File: src/rtl/svm_pkg.sv
// Shared types and width constants for the stage-1 SVM datapath
// (dot-product slices, decision stage and stage top).
package svm_pkg;

  localparam int XLEN_PIXEL = 8;
  localparam int KW         = 4 * XLEN_PIXEL;
  localparam int COEF_W     = 16;
  localparam int PROD_W     = KW + COEF_W + 1;
  localparam int ACC_W      = 56;

  typedef enum logic [1:0] {
    IDLE,
    ACCUM,
    DRAIN,
    FINAL
  } svm_state_e;

  // Widen a signed kernel*coefficient product to accumulator width.
  function automatic logic signed [ACC_W-1:0] sext_prod(input logic signed [PROD_W-1:0] p);
    return ACC_W'(p);
  endfunction

endpackage

File: src/rtl/svm_coef_rf.sv
// Coefficient register file (alpha_i*y_i): asynchronous read, synchronous write.
// Writes are accepted only while the owner allows them.
module svm_coef_rf #(
  parameter int NUM_OF_SV = 100,
  parameter int COEF_W    = 16
) (
  input  logic                         clk,
  input  logic                         we_i,
  input  logic                         wr_allow_i,
  input  logic [$clog2(NUM_OF_SV)-1:0] waddr_i,
  input  logic [COEF_W-1:0]            wdata_i,
  input  logic [$clog2(NUM_OF_SV)-1:0] raddr_i,
  output logic [COEF_W-1:0]            rdata_o
);

  logic [COEF_W-1:0] mem_q [NUM_OF_SV];

  // NOTE: the array has no reset; coefficients survive rst and are loaded by software.
  always_ff @(posedge clk) begin
    if (we_i && wr_allow_i && (int'(waddr_i) < NUM_OF_SV)) begin
      mem_q[waddr_i] <= wdata_i;
    end
  end

  assign rdata_o = (int'(raddr_i) < NUM_OF_SV) ? mem_q[raddr_i] : '0;

endmodule

File: src/rtl/svm_decision.sv
// SVM decision stage: weights streamed kernel values by stored coefficients,
// accumulates, adds bias and issues the class bit.
module svm_decision
  import svm_pkg::*;
#(
  parameter int XLEN_PIXEL = 8,
  parameter int NUM_OF_SV  = 100,
  parameter int COEF_W     = 16,
  parameter int ACC_W      = 56
) (
  input  logic                         clk,
  input  logic                         rst,
  input  logic                         en,
  input  logic                         k_valid,
  input  logic [4*XLEN_PIXEL-1:0]      k_data,
  output logic                         k_ready,
  input  logic                         coef_we,
  input  logic [$clog2(NUM_OF_SV)-1:0] coef_addr,
  input  logic [COEF_W-1:0]            coef_wdata,
  input  logic [ACC_W-1:0]             bias,
  output logic                         busy,
  output logic                         y_valid,
  output logic                         y_class,
  output logic [ACC_W-1:0]             score
);

  localparam int AW       = $clog2(NUM_OF_SV);
  localparam int K_BITS   = 4 * XLEN_PIXEL;
  localparam int P_BITS   = K_BITS + COEF_W + 1;
  localparam logic [AW-1:0] LAST_IDX = AW'(NUM_OF_SV - 1);

  svm_state_e                state_q, state_d;
  logic [AW-1:0]             cnt_q, cnt_d;
  logic signed [P_BITS-1:0]  prod_q, prod_d;
  logic                      prod_v_q, prod_v_d;
  logic signed [ACC_W-1:0]   acc_q, acc_d;
  logic signed [ACC_W-1:0]   score_q, score_d, score_next;
  logic                      y_class_q, y_class_d;
  logic                      y_valid_q, y_valid_d;
  logic [COEF_W-1:0]         coef_rd;

  svm_coef_rf #(
    .NUM_OF_SV(NUM_OF_SV),
    .COEF_W   (COEF_W)
  ) u_coef_rf (
    .clk       (clk),
    .we_i      (coef_we),
    .wr_allow_i(state_q == IDLE),
    .waddr_i   (coef_addr),
    .wdata_i   (coef_wdata),
    .raddr_i   (cnt_q),
    .rdata_o   (coef_rd)
  );

  // NOTE: every signal gets a default before the case so no path infers a latch.
  always_comb begin
    state_d    = state_q;
    cnt_d      = cnt_q;
    prod_d     = prod_q;
    prod_v_d   = 1'b0;
    acc_d      = prod_v_q ? acc_q + sext_prod(prod_q) : acc_q;
    score_next = acc_q + $signed(bias);
    score_d    = score_q;
    y_class_d  = y_class_q;
    y_valid_d  = 1'b0;
    k_ready    = 1'b0;
    busy       = 1'b1;

    unique case (state_q)
      IDLE: begin
        busy = 1'b0;
        if (en) begin
          cnt_d   = '0;
          acc_d   = '0;
          state_d = ACCUM;
        end
      end
      ACCUM: begin
        k_ready = 1'b1;
        if (k_valid) begin
          // Kernel is unsigned: a zero MSB keeps it positive in the signed multiply.
          prod_d   = P_BITS'($signed({1'b0, k_data})) * P_BITS'($signed(coef_rd));
          prod_v_d = 1'b1;
          cnt_d    = cnt_q + AW'(1);
          if (cnt_q == LAST_IDX) state_d = DRAIN;
        end
      end
      DRAIN: state_d = FINAL;
      FINAL: begin
        score_d   = score_next;
        y_class_d = ~score_next[ACC_W-1];
        y_valid_d = 1'b1;
        state_d   = IDLE;
      end
      default: state_d = IDLE;
    endcase
  end

  // NOTE: state registers use non-blocking assignments only; all decoding lives above.
  always_ff @(posedge clk) begin
    if (rst) begin
      state_q   <= IDLE;
      cnt_q     <= '0;
      prod_q    <= '0;
      prod_v_q  <= 1'b0;
      acc_q     <= '0;
      score_q   <= '0;
      y_class_q <= 1'b0;
      y_valid_q <= 1'b0;
    end else begin
      state_q   <= state_d;
      cnt_q     <= cnt_d;
      prod_q    <= prod_d;
      prod_v_q  <= prod_v_d;
      acc_q     <= acc_d;
      score_q   <= score_d;
      y_class_q <= y_class_d;
      y_valid_q <= y_valid_d;
    end
  end

  assign score   = score_q;
  assign y_class = y_class_q;
  assign y_valid = y_valid_q;

endmodule
File: config.mk
export PLATFORM = sky130hd
export DESIGN_NAME = svm_decision
export DESIGN_NICKNAME = d
export VERILOG_FILES = /design/src/rtl/svm_pkg.sv /design/src/rtl/svm_coef_rf.sv /design/src/rtl/svm_decision.sv
export SDC_FILE = /design/constraint.sdc
export NUM_CORES = 2
export LEC_CHECK = 0
export CAP_MARGIN = 20
export CORE_MARGIN = 5
export CORE_UTILIZATION = 40
export DETAILED_ROUTE_END_ITERATION = 6
export PLACE_DENSITY_LB_ADDON = 0.12
export SLEW_MARGIN = 20
export SYNTH_ARGS = -nofsm -noshare
export SYNTH_HDL_FRONTEND = slang
export SYNTH_SLANG_ARGS = --single-unit
File: constraint.sdc
create_clock -name clk -period 8.1 [get_ports clk]
set_input_delay 2.43 -clock clk [delete_from_list [all_inputs] [get_ports clk]]
set_output_delay 2.43 -clock clk [all_outputs]
set_load 0.01 [all_outputs]
==> impl_metrics.yaml <==
route:
  vias: 53350
  routed_wl_mm: 251.6
  routedWlPerCell_um: 25.24
  drt_first_pass_iters: 6
  viasPerCell: 5.351
  first_iter_violations: 4310
  ant_nets: 0
  drt_drc_violations_left: 0
final_layout:
  final_cell_mix: "1600 x edfxtp_1, 630 x buf_4, 516 x inv_1, 512 x mux4_2, 451 x nor2_1"
  areaGrowthSynthToFinish_pct: 21.35
  fin_nets: 7615
  regArea_sq_mm: 0.05167
  n_fill_cell: 19210
  fin_cells: 9970
  layout.cells.most_common: "edfxtp_1"
  drive_above_1_share_pct: 26.72
  multi_input_area_sq_mm: 0.03653
placement:
  dp_hpwl_mm: 176.3
  gp_congestion: 0.8881
  port_buffers: 175
  place_inst: 9503
outcome:
  violations: "negative setup slack"
  status: "finished with violations"
floorplanning:
  die_w_um: 485.4
  start_util_pct: 40.19
  die-area_sq_mm: 0.2356
  die_height_um: 485.4
  core-area_sq_mm: 0.2249
  placementRows: 174
  ios: 176
synth:
  synth-async-reset-ratio_pct: 0
  synth_cell_types: 80
  synth_warnings: 0
  syn_avg_cell_area_sq_um: 15.13
  syn-num-nets: 6778
  ys.flop_type: "edfxtp_1"
  syn-cell-area_sq_mm: 0.09038
  synth_seq_cells: 1780
  synth_edf_count: 1600
  synth_seq_area_share_pct: 57.14
  synth_cells: 5973
setup_path:
  cp.arrival_ns: 9.78
  crit_path_end_kind: "flop"
  cpPeakStageDelay_ns: 0.63
  crit_family: "adder cells"
  required_ns: 8.79
  critPathBufInv: 10
  cp-start-kind: "flop"
  critical_path_class: "flop to flop"
  critPathSlowestCell: "fa_1"
  crit_fanout: 8
clocking:
  cts_max_level: 4
  numCtsBuffers: 190
  clockBufferDepth: 3
  cts_hold_buffers: 0
  root_buffer: "clkbuf_16"
  cts_sinks: 1780
  clk_latency_ns: 0.85
  cts_tree: "yes"
  path_clk_slew_ns: 0.06
timing:
  min_period_over_period_pct: 112.3
  hold_viol: 0
  rsz0062_at_grt: "true"
  finalClockSkew_ns: 0.06351
  max_freq_mhz: 110.0
  fin_crit_ns: 9.093
  slew_viol_final: 0
  relSlewSlack_pct: 26.68
  fin_ws_ns: -0.9929
  finalSetupViolCount: 33
  worst_pin_slew_ns: 1.097
global_routing:
  grt_pass1_vias: 56470
  grt-ovfl-total: 0
  grt_first_pass_wirelength_mm: 376.9
  grt_max_degree: 101
  antenna_found_initial: 14
  grtUsageTotal_pct: 21.47
flow_run:
  drv_cap: 0
hold_path:
  hold_path_class: "flop to flop"
-- cell families (layout without fill, tap and decap cells) --
family          after synthesis  in the layout  share of synthesized area, %
compound gates              643            643                         4.510
xor+xnor                    144            144                         1.395
fa+ha+maj                   689            689                         13.03
buf+inv                     835           1834                         3.700
flops                      1780           1780                         57.14
mux                         613            613                         13.89
other cells                   0              6                             0
simple gates               1269           1269                         6.336
-- synthesized netlist by cell type (79+ instances only) --
master	instances	area share, %
edfxtp_1	1600	53
a21oi_1	199	1.1
o21ai_0	151	0.84
nor2_1	495	2.1
mux4_2	512	13
xnor2_1	79	0.77
nand3_1	81	0.45
fa_1	420	9.3
dfxtp_1	180	4.0
ha_1	269	3.7
a21o_1	117	0.97
buf_2	81	0.45
inv_1	528	2.2
clkbuf_1	170	0.71
nand2_1	372	1.5
mux2i_1	93	1.0
-- per-stage QoR --
stage	setup slack (ns)	TNS (ns)	util, %	hold WS [ns]	area [sq um]
4_1_cts	-0.9038	-19.49	48.49	0.4510	109100
2_1_floorplan	-0.04788	-0.1230	-	0.4297	91160
3_5_place_dp	-1.108	-25.59	44.85	0.4427	100900
5_1_grt	-1.209	-28.04	48.76	0.4752	109700
6_report	-0.9929	-18.85	48.77	0.4471	109700
3_3_place_gp	-1.103	-25.63	44.84	0.4444	100800
-- what timing repair did --
item                       CTS  global route
buffers inserted            86            26
pin swaps                  105            52
setup endpoints to repair   34            37
resized for setup          182            80
gates cloned                 3             1
-- worst register-to-register path, delay by kind of cell (launching register included) --
kind	cells	cell delay [ns]
xor gates and xnor gates	1	0.15
AOI/OAI and AO/OA	5	1.36
adders and majority gates	7	3.37
and+or+nand+nor	4	0.44
muxes	4	1.84
buffers and inverters	10	1.32
DFF	1	0.45
-- state kept, by name (all words and copies together), names as in the netlist, named ones only --
signal	count
y_class	1
y_valid	1
state_q	2
score	56
acc_q	56
prod_q	49
u_coef_rf.mem_q	1600
prod_v_q	1
cnt_q	7
-- final cells by class --
class | count | share of cell area [%]
antenna | 6 | 0.01369
clock buffer | 224 | 4.537
inverter | 528 | 1.807
sequential | 1780 | 47.11
multi-input combinational | 3358 | 33.31
timing repair buffer | 952 | 8.397
tap | 2992 | 3.413
clock inverter | 130 | 1.412
-- routing by layer --
metal	up-vias	part of all wire, %	global-route usage [%]
met5	-	0.013	0
met4	6	2.8	5.782
met3	337	4.8	3.093
met2	1292	50	37.02
met1	27960	42	28.62
li1	23760	-	-
-- final timing paths --
check / startpoint / endpoint / slack [ns] / cells past startpoint
setup / recovery: flop / prod_q[48] / -0.99 / 31
hold / removal: score[53] / score[53] / 0.45 / 2
setup reg to reg: flop / prod_q[48] / -0.99 / 31
hold reg to reg: score[53] / score[53] / 0.45 / 2
Power is not shown: default switching activity piles up to over one toggle a cycle in this logic, so the estimate is an artifact.
